===== src/rtl/stream_framer.sv =====
// stream_framer: counts stencil beats over a 4-D image, tags tlast, and buffers output in a 2-entry skid FIFO
module stream_framer #(
  parameter int IMG_EXTENT_0 = 256,
  parameter int IMG_EXTENT_1 = 256,
  parameter int IMG_EXTENT_2 = 1,
  parameter int IMG_EXTENT_3 = 1,
  parameter int ST_EXTENT_0 = 1,
  parameter int ST_EXTENT_1 = 1,
  parameter int ST_EXTENT_2 = 1,
  parameter int ST_EXTENT_3 = 1,
  parameter int DATA_SIZE = 8
) (
  input  logic clk,
  input  logic reset,
  input  logic start_in,
  input  logic [ST_EXTENT_3-1:0][ST_EXTENT_2-1:0][ST_EXTENT_1-1:0][ST_EXTENT_0-1:0][DATA_SIZE-1:0] in_data,
  input  logic in_valid,
  output logic in_ready,
  output logic [ST_EXTENT_3-1:0][ST_EXTENT_2-1:0][ST_EXTENT_1-1:0][ST_EXTENT_0-1:0][DATA_SIZE-1:0] tdata,
  output logic tvalid,
  output logic tlast,
  input  logic tready,
  output logic busy,
  output logic done_out
);
  localparam int W = DATA_SIZE * ST_EXTENT_0 * ST_EXTENT_1 * ST_EXTENT_2 * ST_EXTENT_3;
  localparam int IMAX01 = IMG_EXTENT_0 > IMG_EXTENT_1 ? IMG_EXTENT_0 : IMG_EXTENT_1;
  localparam int IMAX23 = IMG_EXTENT_2 > IMG_EXTENT_3 ? IMG_EXTENT_2 : IMG_EXTENT_3;
  localparam int IW = $clog2(IMAX01 > IMAX23 ? IMAX01 : IMAX23) + 1;
  localparam logic [3:0][IW-1:0] LAST = {IW'(IMG_EXTENT_3 - ST_EXTENT_3), IW'(IMG_EXTENT_2 - ST_EXTENT_2),
                                         IW'(IMG_EXTENT_1 - ST_EXTENT_1), IW'(IMG_EXTENT_0 - ST_EXTENT_0)};
  localparam logic [3:0][IW-1:0] STEP = {IW'(ST_EXTENT_3), IW'(ST_EXTENT_2), IW'(ST_EXTENT_1), IW'(ST_EXTENT_0)};

  typedef enum logic [1:0] {IDLE, RUN, DRAIN} state_t;

  state_t state_q, state_d;
  logic [1:0] occ_q, occ_d;
  logic [3:0][IW-1:0] idx_q, idx_d;
  logic [W-1:0] head_q, head_d, tail_q, tail_d;
  logic head_last_q, head_last_d, tail_last_q, tail_last_d;
  logic done_q, done_d;
  logic push, pop, last_beat, carry;

  assign in_ready = (state_q == RUN) && !occ_q[1];
  assign tvalid = occ_q != 2'd0;
  assign tlast = head_last_q & tvalid;
  assign tdata = head_q;
  assign busy = state_q != IDLE;
  assign done_out = done_q;
  assign push = in_valid & in_ready;
  assign pop = tvalid & tready;
  assign last_beat = idx_q == LAST;

  // Frame control: arm on start, stop accepting after the last beat, finish when it leaves downstream
  always_comb begin
    state_d = state_q;
    done_d = 1'b0;
    if (state_q == IDLE && start_in) state_d = RUN;
    else if (state_q == RUN && push && last_beat) state_d = DRAIN;
    else if (state_q == DRAIN && pop && tlast) begin
      state_d = IDLE;
      done_d = 1'b1;
    end
  end

  // Beat position counters: idx_0 fastest, each wraps and carries into the next dimension
  always_comb begin
    idx_d = idx_q;
    carry = push;
    for (int n = 0; n < 4; n++) begin
      if (carry) begin
        idx_d[n] = (idx_q[n] == LAST[n]) ? '0 : idx_q[n] + STEP[n];
        carry = idx_q[n] == LAST[n];
      end
    end
    if (state_q == IDLE && start_in) idx_d = '0;
  end

  // Skid FIFO: head feeds the outputs; an incoming beat lands in head when the FIFO is empty after any pop
  always_comb begin
    head_d = head_q;
    head_last_d = head_last_q;
    tail_d = tail_q;
    tail_last_d = tail_last_q;
    occ_d = occ_q + {1'b0, push} - {1'b0, pop};
    if (pop) begin
      head_d = tail_q;
      head_last_d = tail_last_q;
    end
    if (push && (occ_q - {1'b0, pop}) == 2'd0) begin
      head_d = in_data;
      head_last_d = last_beat;
    end else if (push) begin
      tail_d = in_data;
      tail_last_d = last_beat;
    end
  end

  // State registers with asynchronous active-low clear
  always_ff @(posedge clk or negedge reset) begin
    if (!reset) begin
      state_q <= IDLE;
      occ_q <= '0;
      idx_q <= '0;
      head_q <= '0;
      tail_q <= '0;
      head_last_q <= 1'b0;
      tail_last_q <= 1'b0;
      done_q <= 1'b0;
    end else begin
      state_q <= state_d;
      occ_q <= occ_d;
      idx_q <= idx_d;
      head_q <= head_d;
      tail_q <= tail_d;
      head_last_q <= head_last_d;
      tail_last_q <= tail_last_d;
      done_q <= done_d;
    end
  end
endmodule

===== config.mk =====
export PLATFORM = sky130hd
export DESIGN_NAME = stream_framer
export DESIGN_NICKNAME = d
export VERILOG_FILES = /design/src/rtl/stream_framer.sv
export SDC_FILE = /design/constraint.sdc
export NUM_CORES = 1
export LEC_CHECK = 0
export ABC_CLOCK_PERIOD_IN_PS = 2850
export CELL_PAD_IN_SITES_DETAIL_PLACEMENT = 2
export CELL_PAD_IN_SITES_GLOBAL_PLACEMENT = 2
export CORE_ASPECT_RATIO = 0.8
export CORE_MARGIN = 2
export CORE_UTILIZATION = 37
export CTS_CLUSTER_DIAMETER = 80
export DETAILED_ROUTE_END_ITERATION = 8
export PLACE_DENSITY_LB_ADDON = 0.1
export SLEW_MARGIN = 20
export SYNTH_ARGS = -nofsm -noshare
export SYNTH_HDL_FRONTEND = slang
export SYNTH_SLANG_ARGS = --single-unit

===== constraint.sdc =====
create_clock -name clk -period 2.85 [get_ports clk]
set_input_delay 0.57 -clock clk [delete_from_list [all_inputs] [get_ports clk]]
set_output_delay 0.57 -clock clk [all_outputs]
set_load 0.02 [all_outputs]

Word level (Yosys, flattened, before mapping)
Index checks and enable logic that the tools add are counted.
{"block": "totals", "ff_bits": 59, "input_bits": 13, "output_inout_bits": 13, "word_cells": 70}
{"block": "classes", "reduce_logical": 21, "n_eq_ne": 5, "mux": 22, "n_addsub": 7, "n_bitwise": 4}
{"cell": "$mux W9", "n": 8}
{"cell": "$add A9 B1 Y9 const B", "n": 4}
{"cell": "$eq A36 B17 Y1 const B", "n": 1}
{"cell": "$mux W36", "n": 1}
{"cell": "$eq A9 B8 Y1 const B", "n": 2}
{"cell": "$logic_not A9 Y1", "n": 2}
{"cell": "$mux W8", "n": 2}
{"cell": "$reduce_bool A2 Y1", "n": 7}
{"cell": "$mux W1", "n": 8}
{"cell": "$logic_and A1 B1 Y1", "n": 7}
{"cell": "$mux W2", "n": 3}
{"cell": "$logic_not A2 Y1", "n": 2}
{"cell": "$sub A2 B1 Y2", "n": 2}
{"cell": "$and A1 B1 Y1", "n": 3}
{"cell": "$reduce_bool A3 Y1", "n": 1}
{"cell": "$add A2 B1 Y2", "n": 1}
{"cell": "$eq A2 B1 Y1 const B", "n": 1}
{"cell": "$eq A2 B2 Y1 const B", "n": 1}
{"cell": "$reduce_and A2 Y1", "n": 1}
{"cell": "$logic_not A1 Y1", "n": 1}
{"cell": "$not A1 Y1", "n": 1}

Longest topological paths before layout
{"block": "logic_depth", "depth_word": 8, "mapped_depth": 10, "depth_no_buf": 8}

Least setup slack after synthesis
OpenSTA, ideal clock, no wires.
{"block": "synth_path", "path_kind": "register to register", "startpoint": "reg occ_q[1]", "endpoint": "reg occ_q[1]", "t_arrival_ps": 2135, "stages_incl_launch_ff": 11, "path_slack_ps": 587, "required_ps": 2722, "setup_ps": 128, "synth_period_minus_slack_ps": 2263, "n_path_buf": 2, "cell_sequence": "dfrtp_1 > clkbuf_1 > or2_2 > clkbuf_1 > nand2_1 > inv_1 > ha_1 > inv_1 > ha_1 > xnor2_1 > xnor2_1"}
{"block": "synth_between", "word_cells_on_any_way": 7, "classes_between": "add/sub: 2; bitwise: 2; reduce/logical: 3"}
{"element": "start: declaration", "line_no": "37", "rtl": "logic [1:0] occ_q, occ_d;"}
{"element": "start signal: assignment", "line_no": "103", "rtl": "occ_q <= '0;"}
{"element": "start signal: assignment", "line_no": "112", "rtl": "occ_q <= occ_d;"}
{"element": "$reduce_bool A2 Y1", "line_no": "45", "rtl": "assign tvalid = occ_q != 2'd0;"}
{"element": "named net tvalid", "line_no": "20", "rtl": "output logic tvalid,"}
{"element": "$and A1 B1 Y1", "line_no": "51", "rtl": "assign pop = tvalid & tready;"}
{"element": "$sub A2 B1 Y2", "line_no": "85", "rtl": "occ_d = occ_q + {1'b0, push} - {1'b0, pop};"}
{"element": "named net occ_d[1]", "line_no": "37"}
The timed path passes the listed nets, and every way through them passes these cells.
A chain may end at the register's enable or synchronous reset.

Worst setup path after layout
{"block": "layout_path", "startpoint": "reg idx_q[0] (netlist name)", "endpoint": "reg state_q[0]"}
{"block": "layout_between", "elab_chain_cells": 4, "word_cells_on_any_way": 5, "classes_between": "eq/ne: 1; mux: 2; reduce/logical: 2"}
{"element": "start: declaration", "line_no": "38", "rtl": "logic [3:0][IW-1:0] idx_q, idx_d;"}
{"element": "start signal: assignment", "line_no": "113", "rtl": "idx_q <= idx_d;"}
{"element": "$eq A36 B17 Y1 *", "line_no": "52", "rtl": "assign last_beat = idx_q == LAST;"}
{"element": "$logic_and A1 B1 Y1 *", "line_no": "59", "rtl": "else if (state_q == RUN && push && last_beat) state_d = DRAIN;"}
{"element": "$mux W2", "line_no": "59"}
{"element": "$mux W2", "line_no": "58", "rtl": "if (state_q == IDLE && start_in) state_d = RUN;"}
{"element": "end signal: assignment", "line_no": "111", "rtl": "state_q <= state_d;"}
{"element": "end: declaration", "line_no": "36", "rtl": "state_t state_q, state_d;"}
Every way passes the cells marked *; elsewhere a longest branch is shown, timed or not.

==> out/summary.txt <==
max_cap viols: 0
Int Pwr: 1.439 mW
Seq/Total Area, Yosys: 47.07%
slowest CP cell: or4_4
clock power share: 51.4%
Hold Fails Final Rpt: 0
Synth cell types: 50
Post-synth top cells: dfrtp_1 (59), nand2_1 (27), o21ai_0 (22)
Reg-to-Reg End: state_q[0]
final WL: 9.152 mm
Worst path most repeated cell: or4_4
# resized after CTS: 0
Finished Layout Cells: 468
CTS H-Tree Depth: 3
Rel. slew slack: 37.83%
Die Ht: 86.36 um
GRT Overall Usage: 22.11%
top-count cell post-synth: dfrtp_1
cts bufs inserted: 9
Area Overhead vs Synth: 21.66%
peak ir drop on the vdd network: 0.2723 mV
Clock Latency Late Sink: 0.36 ns
# IOs: 26
CORE AREA: 8371 um2
leakage power: 1.706 nW
Synth Instances: 317
Synth area leader: dfrtp_1
Comb power frac: 2.7%
root buffer cell: clkbuf_8
Syn Area/Cell: 9.895 um2
Die Span X: 106.9 um
input/output buffers: 25
TritonCTS clock tree: done
vias per cell: 5.784
reg-to-reg critical path startpoint: idx_q[0]
via count: 2,707
DP Wirelength: 6.341 mm
Post-synth EDFFs: 0
Initial Util: 37.47%
family with the most delay on the worst path: simple AND/OR/NAND/NOR gates
syn nets: 338
Synth async-reset ratio: 100.0%
critical path type: flip-flop to flip-flop
Setup-failing EPs final: 0
DR iter-0 viols: 88
Slew Limit Fails: 0
Max Freq: 0.3963 GHz
R2R cell count: 5
vias in the first global route: 2,965
DRC viols: 0
Filler cells: 888
Worst Max-Slew Pin Slew: 0.9263 ns
Most used DFF post-synth: dfrtp_1
RSZ-0062 raised after global routing: false
Site Rows: 30
crit path time final: 2.523 ns
GP Congestion: 0.8225
Sw Ratio: 21.53%
CP max FO: 23
setup TNS: 0 ns
Nets: 372
Yosys reg bits: 59
post-synth top area share: 47.07%
Clk pin slew, worst setup/hold paths: 0.07 ns
Num Clock Sinks: 59
Remaining Overflow, GRT: 0
status: finished, final reports clean
die area: 9235 um2
fin crit share: 88.54%
Worst path max stage delay: 0.64 ns
first-pass GRT wire length: 15.81 mm
CTS Hold Buffers Added: 0
CP cell instances: ha_1, nand4b_1, or4_4, or4_4, o22a_1
Layout Skew: 0.009196 ns
CP arrival: 2.76 ns
layout cells sized above 1: 13.20%
per-cell routed wire length: 19.56 um
largest net degree at the start of global routing: 34
ranking of synthesized cells by area: dfrtp_1 (47%), o21ai_0 (3.5%), nand2_1 (3.2%), ha_1 (3.2%), mux2i_1 (3.2%)
R2R Setup Slk: 0.33 ns
ant diodes: 0
Critical Path RT: 3.09 ns
antenna violations before repair: 0
Clock Path Buffers: 2
Startpoint Class: flip-flop
worst hold path class: primary input to async pin
Psw: 0.3947 mW
Sequential Power Share: 45.9%
synth warn: 0
CP Capture Type: flip-flop
placed cells: 452
Antenna Nets Post-Route: 0
Worst Path Buf+Inv: 0
Pwr Density: 480.5 nW/um2
iteration count of the initial detailed-routing pass: 4
setup bufs post-CTS: 0
Post-Syn Area: 3137 um2
Layout Utilization: 45.59%
==> cell usage in the layout (no fill, tap or decap), drive strengths merged, types with 10 or more instances in the layout <==
| cell type | count |
|---|---|
| nor3 | 13 |
| nand2 | 27 |
| inv | 12 |
| nand3 | 18 |
| o21ai | 24 |
| buf | 13 |
| dfrtp | 59 |
| nor2 | 14 |
| nand4 | 15 |
| clkdlybuf4s50 | 24 |
| mux2i | 10 |
==> layer usage <==
layer	share of wire, %	track usage [%]	up-vias	routed length (um)
met1	47	28.73	1396	4262
met4	1.3	6.021	0	121
met2	49	37.23	32	4527
li1	-	-	1267	-
met3	2.6	5.263	12	241
met5	0	0	-	0
==> state kept, by name, indices dropped and copies added, names as in the netlist <==
| name | flops |
|---|---|
| state_q | 2 |
| idx_q | 36 |
| occ_q | 2 |
| tdata | 8 |
| tail_last_q | 1 |
| head_last_q | 1 |
| done_out | 1 |
| tail_q | 8 |
==> area by class of cell <==
cell class | count | area (um2) | area share, %
clock buffer | 9 | 123.9 | 3.246
inverter | 12 | 45.04 | 1.180
multi-input combinational | 232 | 1567 | 41.05
sequential | 59 | 1476 | 38.69
clock inverter | 7 | 116.4 | 3.049
timing repair buffer | 37 | 347.8 | 9.115
tap | 112 | 140.1 | 3.672
==> how the worst max path moves through the flow <==
stage	cells past startpoint	start	slack (ns)	to
CTS	5	idx_q[0]	0.34	state_q[0]
finish	5	idx_q[0]	0.33	state_q[0]
global route	5	idx_q[0]	0.22	state_q[0]
detailed placement	6	start_in	0.32	idx_q[14]
floorplan	10	occ_q[1]	0.59	occ_q[1]
global placement	6	start_in	0.38	idx_q[12]
==> cell families after synthesis <==
family                     after synthesis  synth area share (%)
DFF                                     59                 47.07
buffers and inverters                   26                 3.151
muxes                                   18                 6.063
xor gates and xnor gates                10                 2.792
and+or+nand+nor                        125                 22.26
AOI/OAI and AO/OA                       71                 15.48
adders and majority gates                8                 3.191
==> power groups by stage <==
| stage | registers (mW) | clock network, mW | logic (mW) |
|---|---|---|---|
| after global routing | 0.843 | 0.998 | 0.0550 |
| after detailed placement | 0.859 | 0 | 0.0504 |
| after CTS | 0.842 | 0.969 | 0.0511 |
| after floorplan | 0.858 | 0 | 0.00661 |
| after global placement | 0.858 | 0 | 0.0494 |
| final | 0.842 | 0.942 | 0.0487 |
==> worst register-to-register path, cell delays in order (launching register included) <==
cell      delay, ns
dfrtp_1        0.42
ha_1           0.26
nand4b_1       0.24
or4_4          0.64
or4_4          0.65
o22a_1         0.21
==> stage by stage <==
| stage | area, um2 | hold slack, ns | total power [mW] | setup WS (ns) |
|---|---|---|---|---|
| after floorplan | 3137 | 0.2744 | 0.8643 | 0.5871 |
| after global placement | 3576 | 0.4756 | 0.9079 | 0.3815 |
| after detailed placement | 3576 | 0.4926 | 0.9092 | 0.3231 |
| after CTS | 3816 | 0.2740 | 1.862 | 0.3385 |
| after global routing | 3816 | 0.3042 | 1.896 | 0.2173 |
| final | 3816 | 0.2604 | 1.834 | 0.3266 |
(Power assumes the default switching activity.)
